`src/rtl/csr_exec_ctrl.sv`:
```
// rtl/csr_exec_ctrl.sv - In-order CSR execution sequencer: buffers issued CSR ops,
// waits for each to reach the ROB head, then performs the read-modify-write and wakes dependents.
module csr_exec_ctrl #(
    parameter int DEPTH = 4,
    parameter int PHY_W = 8
) (
    input  logic                       clk,
    input  logic                       reset,
    input  logic                       in_valid,
    input  logic [31:0]                in_inst_num,
    input  logic [PHY_W-1:0]           in_rd,
    input  logic [3:0]                 in_op,
    input  logic                       in_src_imm,
    input  logic [PHY_W-1:0]           in_op1_phy,
    input  logic [11:0]                in_csr_addr,
    input  logic [31:0]                in_imm,
    output logic [PHY_W-1:0]           prf_raddr,
    input  logic [31:0]                prf_rdata,
    output logic [11:0]                csr_raddr,
    input  logic [31:0]                csr_rdata,
    input  logic [31:0]                rob_head_inst,
    input  logic                       flush,
    output logic                       csr_we,
    output logic [11:0]                csr_waddr,
    output logic [31:0]                csr_wdata,
    output logic                       CSR_done,
    output logic [PHY_W-1:0]           CSR_phy,
    output logic [31:0]                CSR_result,
    output logic                       full,
    output logic [$clog2(DEPTH):0]     count,
    output logic                       overflow
);
    localparam int AW = (DEPTH > 1) ? $clog2(DEPTH) : 1;
    localparam int CW = $clog2(DEPTH) + 1;

    typedef enum logic [1:0] {S_IDLE, S_WAIT, S_EXEC} state_t;
    state_t state;

    logic [31:0]      mem_inst   [DEPTH];
    logic [PHY_W-1:0] mem_rd     [DEPTH];
    logic [3:0]       mem_op     [DEPTH];
    logic             mem_src    [DEPTH];
    logic [PHY_W-1:0] mem_op1    [DEPTH];
    logic [11:0]      mem_addr   [DEPTH];
    logic [4:0]       mem_imm    [DEPTH];

    logic [AW-1:0] wr_ptr, rd_ptr;
    logic          push, pop;
    logic [31:0]   src_val, new_val;
    logic          we_c;
    logic          unused_imm_hi;

    assign unused_imm_hi = ^in_imm[31:5];

    assign full      = (count == CW'(DEPTH));
    assign push      = in_valid && !full && !flush;
    assign pop       = (state == S_EXEC) && !flush;
    assign prf_raddr = mem_op1[rd_ptr];
    assign csr_raddr = mem_addr[rd_ptr];

    function automatic logic [AW-1:0] ptr_inc(input logic [AW-1:0] p);
        return (p == AW'(DEPTH - 1)) ? '0 : p + AW'(1);
    endfunction

    // Set/clear ops with an all-zero source must not touch the CSR (no side effects).
    always_comb begin
        src_val = mem_src[rd_ptr] ? {27'b0, mem_imm[rd_ptr]} : prf_rdata;
        new_val = csr_rdata;
        we_c    = 1'b0;
        case (mem_op[rd_ptr])
            4'h1: begin
                new_val = src_val;
                we_c    = 1'b1;
            end
            4'h2: begin
                new_val = csr_rdata | src_val;
                we_c    = (src_val != 32'b0);
            end
            4'h3: begin
                new_val = csr_rdata & ~src_val;
                we_c    = (src_val != 32'b0);
            end
            default: ;
        endcase
    end

    always_ff @(posedge clk) begin
        if (push) begin
            mem_inst[wr_ptr] <= in_inst_num;
            mem_rd[wr_ptr]   <= in_rd;
            mem_op[wr_ptr]   <= in_op;
            mem_src[wr_ptr]  <= in_src_imm;
            mem_op1[wr_ptr]  <= in_op1_phy;
            mem_addr[wr_ptr] <= in_csr_addr;
            mem_imm[wr_ptr]  <= in_imm[4:0];
        end
    end

    always_ff @(posedge clk) begin
        if (reset) begin
            state      <= S_IDLE;
            wr_ptr     <= '0;
            rd_ptr     <= '0;
            count      <= '0;
            csr_we     <= 1'b0;
            csr_waddr  <= '0;
            csr_wdata  <= '0;
            CSR_done   <= 1'b0;
            CSR_phy    <= '0;
            CSR_result <= '0;
            overflow   <= 1'b0;
        end else begin
            csr_we   <= 1'b0;
            CSR_done <= 1'b0;
            if (in_valid && full)
                overflow <= 1'b1;
            if (flush) begin
                state  <= S_IDLE;
                wr_ptr <= '0;
                rd_ptr <= '0;
                count  <= '0;
            end else begin
                if (push)
                    wr_ptr <= ptr_inc(wr_ptr);
                if (pop)
                    rd_ptr <= ptr_inc(rd_ptr);
                count <= count + CW'(push) - CW'(pop);
                case (state)
                    S_IDLE: if (count != '0) state <= S_WAIT;
                    S_WAIT: if (rob_head_inst == mem_inst[rd_ptr]) state <= S_EXEC;
                    S_EXEC: begin
                        csr_we     <= we_c;
                        csr_waddr  <= mem_addr[rd_ptr];
                        csr_wdata  <= new_val;
                        CSR_done   <= 1'b1;
                        CSR_phy    <= mem_rd[rd_ptr];
                        CSR_result <= csr_rdata;
                        state      <= (count > CW'(1)) ? S_WAIT : S_IDLE;
                    end
                    default: state <= S_IDLE;
                endcase
            end
        end
    end
endmodule

```
`config.mk`:
```
export PLATFORM = sky130hd
export DESIGN_NAME = csr_exec_ctrl
export DESIGN_NICKNAME = d
export VERILOG_FILES = /design/src/rtl/csr_exec_ctrl.sv
export SDC_FILE = /design/constraint.sdc
export NUM_CORES = 1
export LEC_CHECK = 0
export ABC_AREA = 1
export CAP_MARGIN = 20
export CORE_MARGIN = 2
export CORE_UTILIZATION = 56
export DETAILED_ROUTE_END_ITERATION = 16
export PLACE_DENSITY = 0.94
export SYNTH_ARGS = -nofsm -noshare
export SYNTH_HDL_FRONTEND = slang
export SYNTH_SLANG_ARGS = --single-unit
```
`constraint.sdc`:
```
create_clock -name clk -period 11.18 [get_ports clk]
set_input_delay 1.118 -clock clk [delete_from_list [all_inputs] [get_ports clk]]
set_output_delay 1.118 -clock clk [all_outputs]
set_load 0.02 [all_outputs]
```
# Word level (Yosys, flattened, before mapping)
# Memories as Yosys holds them, arrays and structs flattened. A register that Yosys moved wholly into a read port is not among the register bits.
# Index checks and enable logic that the tools add are counted.
# classes
addsub,4
magnitude_cmp,1
n_eq_ne,11
n_mux,24
bitwise,5
reduce_logical,14
# op_table
cell,count
32-bit case mux with 3 select lines,1
32-bit AND,1
32-bit equality test,1
2-bit 2-to-1 mux,16
32-bit 2-to-1 mux,1
32-bit NOT,1
32-bit OR,1
32-bit nonzero test,1
"4-bit by 2-bit equality test with 1-bit output, second input constant",2
"2-bit equality test, second input constant",3
2-bit case mux with 3 select lines,1
"2-bit by 1-bit adder with 2-bit output, second input constant",2
"4-bit by 1-bit equality test with 1-bit output, second input constant",1
1-bit logical AND,4
1-bit 2-to-1 mux,4
"2-bit inequality test, second input constant",2
2-bit AND reduction,2
2-bit OR reduction,2
3-bit by 1-bit adder with 3-bit output,1
"3-bit equality test, second input constant",1
"3-bit by 1-bit > comparator with 1-bit output, second input constant",1
3-bit nonzero test,1
3-bit OR reduction,1
3-bit by 1-bit subtractor with 3-bit output,1
5 further kinds,7
# word_totals
regBits,88
mem_bits_rw,280
in_bits,197
output_inout_bits,111
elab_cells,76
n_memories,7
# mem_list
name,words,width,read_ports,rd_ports_with_merged_regs,wr,line_no,source
mem_inst,4,32,1,1,1,39,logic [31:0] mem_inst [DEPTH];
mem_addr,4,12,1,1,1,44,logic [11:0] mem_addr [DEPTH];
mem_op1,4,8,1,1,1,43,logic [PHY_W-1:0] mem_op1 [DEPTH];
mem_rd,4,8,1,1,1,40,logic [PHY_W-1:0] mem_rd [DEPTH];
mem_imm,4,5,1,1,1,45,logic [4:0] mem_imm [DEPTH];
mem_op,4,4,1,1,1,41,logic [3:0] mem_op [DEPTH];
1 more memories,--,--,--,--,--,--,

# Longest topological paths before layout
# Gate-level depths: netlist of the first run.
# depth
word_depth,6
ltp_mapped,16

# Least setup slack after synthesis of the first run
# Ideal clock, no wire load.
# synth_path
path_kind,input-to-reg
from,input port flush
to,"memory mem_addr[0][0], enable pin"
arrival_ns,4.372
t_required_ns,10.681
setup_slack_ns,6.309
path_stages,3
path_cell_list,inv_1 -> nand3_1 -> nor2_1
# synth_between
elab_chain_len,4
# synth_lines
element,line_no,source
start: declaration,22,"input logic flush,"
1-bit logical NOT,56,assign push = in_valid && !full && !flush;
1-bit logical AND,56,
1-bit 2-to-1 mux,88,if (push) begin
1-bit 2-to-1 mux (not written as such),94,mem_addr[wr_ptr] <= in_csr_addr;
end: declaration,44,
# Every way passes these cells.

==> results.sh, run 1 <==
export IMPL_status="completed"
export IMPL_fillers=1709
export IMPL_layout_drive_gt1_share_pct=5.09
export IMPL_fin_crit_sh_pct=39.8
export IMPL_finClkSkew_ns=0.0150
export IMPL_cpMaxStageDelayCell="buf_4"
export IMPL_cpPeakStageDelay_ns=0.73
export IMPL_end_kind="output port"
export IMPL_seq_area_um2=10400
export IMPL_worst_r2r_setup_slack_ns=7.46
export IMPL_rsz0062_at_grt="no"
export IMPL_maxCapViolations=0
export IMPL_synth_common_cells="nand2_1, edfxtp_1, nand3_1, nor2_1, o21ai_0"
export IMPL_grt_total_usage_pct=29.2
export IMPL_min_from="CSR_result[25]$_SDFFE_PP0P_"
export IMPL_fp_dieW_um=170
export IMPL_grt_overflow=0
export IMPL_start_util_pct=57.2
export IMPL_r2r_end="csr_wdata[9]$_SDFFE_PP0P_"
export IMPL_cts_hold_buf=0
export IMPL_synth_top_area_share_pct=54.4
export IMPL_syn_to_final_growth_pct=27.2
export IMPL_final_hold_viol_count=0
export IMPL_fin_crit_ns=4.45
export IMPL_io_buffers=280
export IMPL_synthMostInstantiatedCell="nand2_1"
export IMPL_dieArea_um2=28900
export IMPL_cp_required_ns=10.06
export IMPL_r2r_cells=11
export IMPL_cts_root_buf="clkbuf_16"
export IMPL_startpoint_type="flip-flop"
export IMPL_relSlewSlack_pct=30.9
export IMPL_fin_setup_tns_ns=0
export IMPL_syn_nets=1679
export IMPL_powerDensity_nw_per_um2=151
export IMPL_routed_via_density=5.89
export IMPL_vias=12400
export IMPL_cellLeakagePower_nw=7.21
export IMPL_setup_violations=0
export IMPL_critPathMaxFanout=81
export IMPL_whs_ns=0.468
export IMPL_core_area_um2=27000
export IMPL_synth_area_top_cells="edfxtp_1, dfxtp_1, nand2_1"
export IMPL_clk_insertion_delay_late_ns=0.52
export IMPL_ios=308
export IMPL_cts_tree="yes"
export IMPL_cts_sinks=378
export IMPL_cts_inserted_buffers=39
export IMPL_dp_slack_ns=7.00
export IMPL_ys_ff_latch=378
export IMPL_cp_arrival_ns=3.33
export IMPL_fin_nets=1928
export IMPL_finalWorstSetupSlack_ns=6.73
export IMPL_synth_area_um2=15500
export IMPL_grt_pass1_vias=12300
export IMPL_seq_area_frac_synth_pct=67.1
export IMPL_cts_path_max_buffers=3
export IMPL_die_y_um=170
export IMPL_yosysTopAreaCell="edfxtp_1"
export IMPL_drv_slew=0
export IMPL_synth_edf_count=280
export IMPL_crit_chain="inv_4 -> buf_4 -> o21ai_0 -> o22ai_1 -> clkdlybuf4s50_1"
export IMPL_critical_path_class="flip-flop to output port"
export IMPL_yosys_warnings=0
export IMPL_drtPass1Iterations=7
export IMPL_syn_inst=1472
export IMPL_worst_pin_slew_ns=1.03
export IMPL_whs_path_depth=2
export IMPL_cts_resized=0
export IMPL_power_mw=2.97
export IMPL_grt_pass1_wl_um=65000
export IMPL_gp_congestion=0.876
export IMPL_ant_nets=0
export IMPL_syn_avg_cell_area_um2=10.5
export IMPL_rows=60
export IMPL_fmax_mhz=225
export IMPL_grt_start_max_net_pins=115
export IMPL_drc=0
export IMPL_ir_worst_vdd_mv=0.157
export IMPL_clk_pin_slew_ns=0.06
export IMPL_drt_initial_drc_count=1268
export IMPL_antenna_found_initial=7
export IMPL_wire_per_inst_um=20.5
export IMPL_multi_input_area_um2=4410
export IMPL_cp_num_buf_inv=3
export IMPL_synth_cell_types=32
export IMPL_path_delay_family="buffers and inverters"
export IMPL_post_cts_buffers=0
export IMPL_async_flop_share_pct=0
export IMPL_cts_max_level=2
export IMPL_synthFlopType="edfxtp_1"
export IMPL_place_hpwl_um=27000
export IMPL_routed_wl_um=42900
export IMPL_hold_path_class="flip-flop to flip-flop"
export IMPL_hold_path_end="CSR_result[25]$_SDFFE_PP0P_"
## per-stage QoR
stage                     cells  cell area, um^2  util, %
after detailed placement   2021            18400     68.1
after CTS                  2091            19700     72.7
final                      2096            19700     72.8
after floorplan            1472            15500        -
after global placement     2020            18400     68.0
after global routing       2094            19700     72.7
## state kept, by name, indices dropped and copies added (netlist names), named ones only
signal and count:
CSR_phy 8, CSR_done 1, mem_imm 20, wr_ptr 2, mem_rd 32, csr_wdata 32, rd_ptr 2, mem_addr 48
mem_inst 128, count 3, csr_we 1, CSR_result 32, state 2, csr_waddr 12, overflow 1, mem_op1 32
mem_src 4, mem_op 16
## layer usage
metal | up-vias | global-route usage, % | wire length, um
met2 | 729 | 49.7 | 21200
met5 | - | 0 | 40
met1 | 5800 | 33.0 | 15000
met3 | 161 | 8.07 | 4340
met4 | 6 | 17.4 | 2400
li1 | 5657 | - | -
## tightest hold or removal path, delay by kind of cell (launching register included)
family | cells | cell delay, ns
AOI/OAI and AO/OA | 1 | 0.05
and+or+nand+nor | 1 | 0.06
DFF | 1 | 0.31
## power breakdown
group	internal, mW	total, mW	switching [mW]
logic	0.0797	0.167	0.0870
clock network	0.755	1.27	0.516
registers	1.52	1.53	0.00456
total	2.36	2.97	0.608
## worst max path at each step
stage / end / cells past startpoint / slack, ns / from
3_3_place_gp: mem_op[0][2]$_DFFE_PP_ / 5 / 7.02 / flush
6_report: prf_raddr[5] / 5 / 6.73 / flip-flop
2_1_floorplan: mem_addr[0][0]$_DFFE_PP_ / 3 / 6.31 / flush
5_1_grt: prf_raddr[6] / 5 / 6.52 / flip-flop
4_1_cts: prf_raddr[6] / 5 / 6.77 / flip-flop
3_5_place_dp: mem_op[0][3]$_DFFE_PP_ / 5 / 7.00 / flush
## cells by family after synthesis
logic type	Yosys count	synth area share (%)
and+or+nand+nor	673	18.1
DFF	378	67.1
AOI/OAI and AO/OA	253	9.29
buffers and inverters	156	4.57
adders and majority gates	10	0.858
xor gates and xnor gates	1	0.0567
muxes	1	0.0648
## final cells by class
class / count / area share, %
clock buffers: 48 / 5.29
repair buffers: 294 / 14.9
well taps: 341 / 2.17
inverters: 70 / 1.35
diodes: 5 / 0.0636
multi-input cells: 938 / 22.4
flip-flops and latches: 378 / 52.8
clock inverters: 22 / 1.08
## cell usage in the layout, fill, tap and decap left out, types with 5 or more instances in the layout
cell             instances
nand3_1                177
inv_1                   65
o22ai_1                 33
o21bai_1                 8
clkdlybuf4s50_1        280
clkinv_1                 9
nand3b_1                 6
buf_4                   13
a31oi_1                 30
ha_1                     9
clkbuf_1                 7
nor2_1                 120
diode_2                  5
clkinv_2                 5
o211ai_2                 6
edfxtp_1               280
nand2_1                357
dfxtp_1                 96
o21ai_0                123
clkbuf_16               40
o21ai_1                  5
a21oi_1                 39
Note: power is estimated with default switching activity, not from simulation.
==> inputs of run 2 (changes only) <==
Settings changed: CORE_UTILIZATION 56 to 52, PLACE_DENSITY 0.94 to 0.88.
Clock period 11.18 ns to 4.3 ns, I/O delays scaled along.
==> results.sh, run 2 (synthesis gave the netlist of run 1 again) <==
export IMPL_gp_congestion=0.871
export IMPL_r2r_cells=13
export IMPL_relSlewSlack_pct=27.5
export IMPL_hold_path_class="flip-flop to flip-flop"
export IMPL_drtPass1Iterations=5
export IMPL_grt_overflow=0
export IMPL_final_hold_viol_count=0
export IMPL_fin_nets=1934
export IMPL_cts_resized=0
export IMPL_r2r_end="csr_wdata[30]$_SDFFE_PP0P_"
export IMPL_whs_ns=0.453
export IMPL_fp_dieW_um=176
export IMPL_layout_drive_gt1_share_pct=5.58
export IMPL_whs_path_depth=2
export IMPL_cts_max_level=2
export IMPL_maxCapViolations=0
export IMPL_top_register="mem_inst"
export IMPL_place_hpwl_um=25500
export IMPL_ios=308
export IMPL_cts_inserted_buffers=39
export IMPL_dpl_cell_area_um2=18600
export IMPL_cellLeakagePower_nw=7.29
export IMPL_syn_to_final_growth_pct=29.1
export IMPL_post_cts_buffers=0
export IMPL_final_cell_area_um2=20000
export IMPL_final_cells=2150
export IMPL_setup_violations=0
export IMPL_core_area_um2=29500
export IMPL_cp_required_ns=3.87
export IMPL_power_mw=7.92
export IMPL_fillers=2073
export IMPL_final_cell_mix="nand2_1, clkdlybuf4s50_1, edfxtp_1"
export IMPL_power_frac_seq_pct=50.1
export IMPL_seq_area_um2=10400
export IMPL_rows=63
export IMPL_antenna_found_initial=5
export IMPL_largestRegisters="mem_inst (128), mem_addr (48)"
export IMPL_fmax_mhz=306
export IMPL_routed_via_density=5.63
export IMPL_p_sw_share_pct=20.1
export IMPL_final_util_pct=67.7
export IMPL_cp_arrival_ns=2.84
export IMPL_cts_path_max_buffers=3
export IMPL_grt_pass1_wl_um=62600
export IMPL_multi_input_area_um2=4410
export IMPL_grt_total_usage_pct=26.0
export IMPL_comb_power_share_pct=5.5
export IMPL_hold_path_end="overflow$_SDFFE_PP0P_"
export IMPL_ant_nets=0
export IMPL_wire_per_inst_um=19.0
export IMPL_wl_met3_um=3810
export IMPL_die_y_um=176
export IMPL_cts_tree="yes"
export IMPL_start_util_pct=52.4
export IMPL_cts_sinks=378
export IMPL_critical_path_class="flip-flop to output port"
export IMPL_worst_pin_slew_ns=1.09
export IMPL_fin_crit_sh_pct=75.9
export IMPL_finClkSkew_ns=0.0145
export IMPL_dieArea_um2=31100
export IMPL_layout_commonest_cell="nand2_1"
export IMPL_cts_root_buf="clkbuf_16"
export IMPL_ir_worst_vdd_mv=0.354
export IMPL_cts_hold_buf=0
export IMPL_vias=12100
export IMPL_critPathMaxFanout=72
export IMPL_met2WireLength_um=20700
export IMPL_p_sw_mw=1.59
export IMPL_grt_start_max_net_pins=115
export IMPL_startpoint_type="flip-flop"
export IMPL_grt_pass1_vias=11900
export IMPL_end_kind="output port"
export IMPL_p_int_mw=6.33
export IMPL_status="completed"
export IMPL_worst_r2r_setup_slack_ns=1.30
export IMPL_powerDensity_nw_per_um2=397
export IMPL_drt_met1_wl_um=15000
export IMPL_clk_insertion_delay_late_ns=0.52
export IMPL_io_buffers=280
export IMPL_clk_pin_slew_ns=0.06
export IMPL_routed_wl_um=40900
export IMPL_rsz0062_at_grt="no"
export IMPL_largest_reg_flops=128
export IMPL_drv_slew=0
export IMPL_clkPwrFrac_pct=44.3
export IMPL_routed_top_layer="met5"
export IMPL_dp_cells=2076
export IMPL_drt_initial_drc_count=1049
export IMPL_drc=0
export IMPL_fin_crit_ns=3.27
export IMPL_min_from="overflow$_SDFFE_PP0P_"
-- run 2: final cells by class --
type / count / share of cell area, %
multi-input cells: 938 / 22.1
flip-flops and latches: 378 / 52.0
repair buffers: 300 / 15.4
clock inverters: 22 / 1.43
clock buffers: 49 / 5.29
well taps: 390 / 2.45
diodes: 3 / 0.0376
inverters: 70 / 1.32
-- run 2: metal layers --
layer | GRT usage [%] | vias up
li1 | - | 5652
met3 | 6.65 | 98
met4 | 11.5 | 4
met2 | 45.6 | 615
met5 | 0 | -
met1 | 30.0 | 5731
-- run 2: power by group through the flow --
stage	logic, mW	clock network [mW]	registers [mW]
final	0.437	3.51	3.97
after global routing	0.470	3.72	3.97
after CTS	0.434	3.56	3.97
after detailed placement	0.429	0	4.05
after global placement	0.417	0	4.05
after floorplan	0.157	0	4.05
-- run 2: through the flow --
stage	setup WS (ns)	TNS, ns
floorplan	-0.0447	-12.52
global placement	1.38	0
detailed placement	1.33	0
CTS	0.997	0
global route	0.893	0
finish	1.03	0
-- run 2: worst max-delay path by stage --
| stage | startpoint | end | slack (ns) | cells past startpoint |
|---|---|---|---|---|
| global route | flip-flop | prf_raddr[4] | 0.89 | 5 |
| global placement | flip-flop | csr_wdata[30]$_SDFFE_PP0P_ | 1.38 | 13 |
| detailed placement | flip-flop | csr_wdata[30]$_SDFFE_PP0P_ | 1.33 | 13 |
| finish | flip-flop | prf_raddr[6] | 1.03 | 5 |
| CTS | flip-flop | prf_raddr[6] | 1.0 | 5 |
| floorplan | count[0]$_SDFF_PP0_ | mem_addr[0][0]$_DFFE_PP_ | -0.04 | 4 |
-- run 2: worst max-delay path: stages, from the launching register on --
cell and delay [ns]:
dfxtp_4 0.51, clkinv_2 0.14, buf_4 0.59, o21ai_0 0.17, o22ai_1 0.19, clkdlybuf4s50_1 0.64
==> inputs of run 3 (changes only) <==
Settings changed: CORE_UTILIZATION 52 to 47, PLACE_DENSITY 0.88 to 0.85.
Clock period 4.3 ns to 2.7 ns, I/O delays scaled along.
==> results.sh, run 3 (synthesis gave the netlist of run 1 again) <==
export IMPL_drt_initial_drc_count=838
export IMPL_relSlewSlack_pct=30.8
export IMPL_cts_inserted_buffers=40
export IMPL_powerDensity_nw_per_um2=616
export IMPL_crit_chain="inv_6 -> buf_4 -> o21ai_0 -> o22ai_1 -> clkdlybuf4s50_1"
export IMPL_setup_violations=0
export IMPL_clk_pin_slew_ns=0.06
export IMPL_drc=0
export IMPL_post_cts_buffers=0
export IMPL_cts_root_buf="clkbuf_16"
export IMPL_grt_pass1_wl_um=61600
export IMPL_end_kind="output port"
export IMPL_cp_arrival_ns=2.31
export IMPL_routed_wl_um=40800
export IMPL_rsz0062_at_grt="no"
export IMPL_drv_slew=0
export IMPL_layout_commonest_cell="nand2_1"
export IMPL_fin_nets=1946
export IMPL_hold_path_class="primary input to flip-flop"
export IMPL_critPathMaxFanout=27
export IMPL_start_util_pct=47.6
export IMPL_final_hold_viol_count=0
export IMPL_vias=12000
export IMPL_syn_to_final_growth_pct=30.7
export IMPL_fin_crit_ns=2.58
export IMPL_core_area_um2=32500
export IMPL_grt_total_usage_pct=23.2
export IMPL_ant_nets=0
export IMPL_maxCapViolations=0
export IMPL_largest_reg_flops=128
export IMPL_largestRegisters="mem_inst (128), mem_addr (48)"
export IMPL_cts_max_level=2
export IMPL_clk_insertion_delay_late_ns=0.52
export IMPL_fp_dieW_um=185
export IMPL_antenna_found_initial=6
export IMPL_ios=308
export IMPL_cpPeakStageDelay_ns=0.68
export IMPL_startpoint_type="flip-flop"
export IMPL_grt_overflow=0
export IMPL_ir_worst_vdd_mv=0.538
export IMPL_cts_path_max_buffers=3
export IMPL_fin_crit_sh_pct=95.4
export IMPL_fin_setup_tns_ns=0
export IMPL_whs_ns=0.334
export IMPL_final_cell_mix="nand2_1, edfxtp_1, clkdlybuf4s50_1"
export IMPL_die_y_um=185
export IMPL_grt_pass1_vias=11700
export IMPL_dieArea_um2=34300
export IMPL_status="completed"
export IMPL_rows=66
export IMPL_fmax_mhz=388
export IMPL_gp_congestion=0.849
export IMPL_layout_drive_gt1_share_pct=6.38
export IMPL_routed_via_density=5.40
export IMPL_cellLeakagePower_nw=7.43
export IMPL_drtPass1Iterations=5
export IMPL_cts_tree="yes"
export IMPL_worst_pin_slew_ns=1.04
export IMPL_wire_per_inst_um=18.4
export IMPL_cp_required_ns=2.43
export IMPL_place_hpwl_um=25500
export IMPL_io_buffers=280
export IMPL_grt_start_max_net_pins=115
export IMPL_finClkSkew_ns=0.0153
export IMPL_cpMaxStageDelayCell="clkdlybuf4s50_1"
export IMPL_top_register="mem_inst"
export IMPL_power_mw=12.4
export IMPL_cts_hold_buf=0
export IMPL_cts_sinks=378
export IMPL_critical_path_class="flip-flop to output port"
==> run 3: layout make-up <==
class	instances	area [um^2]
antenna	4	10.0
clock buffer	57	1140
clock inverter	17	176
fill	2432	12300
inverter	70	270
multi-input combinational	938	4410
sequential	378	10400
tap	442	553
timing repair buffer	311	3260
==> run 3: what timing repair did <==
action                                  4_1_cts  5_1_grt
gates cloned                                  1        1
hold endpoints to repair                      0        0
resized for setup                             6        4
endpoints found under the setup margin        7        6
==> run 3: routing by layer <==
metal  vias to the layer above  GRT usage [%]  share of wire (%)
li1                       5681              -                  -
met2                       571           39.1                 49
met4                         4           11.3                3.7
met1                      5625           27.7                 38
met5                         -              0              0.074
met3                       101           5.94                9.6
==> run 3: path summary, 6_finish.rpt <==
| check | cells after the start | end | start | slack [ns] |
|---|---|---|---|---|
| hold reg to reg | 2 | overflow$_SDFFE_PP0P_ | overflow$_SDFFE_PP0P_ | 0.46 |
| setup reg to reg | 10 | csr_we$_SDFF_PP0_ | flip-flop | 0.50 |
| hold / removal | 3 | CSR_result[30]$_SDFFE_PP0P_ | csr_rdata[30] | 0.33 |
| setup / recovery | 5 | csr_raddr[8] | flip-flop | 0.12 |
==> run 3: power breakdown <==
part           internal [mW]  leakage (nW)  total (mW)  switching, mW
Sequential              6.31          3.33        6.33         0.0166
Combinational          0.342          3.44       0.701          0.360
Clock                   3.25         0.652        5.40           2.15
==> run 3: critical path: cells and delay by family (launching register included) <==
kind | cells | cell delay [ns]
buf+inv | 3 | 1.11
flops | 1 | 0.37
compound gates | 2 | 0.29
==> run 3: per-stage QoR <==
stage	area, um^2	utilization (%)	worst slack (ns)	std cells
finish	20200	62.2	0.124	2217
global route	20200	62.2	0.0151	2216
CTS	20100	62.1	0.0165	2212
detailed placement	18800	57.9	0.452	2137
global placement	18800	57.9	0.489	2137
floorplan	15500	-	-0.530	1472
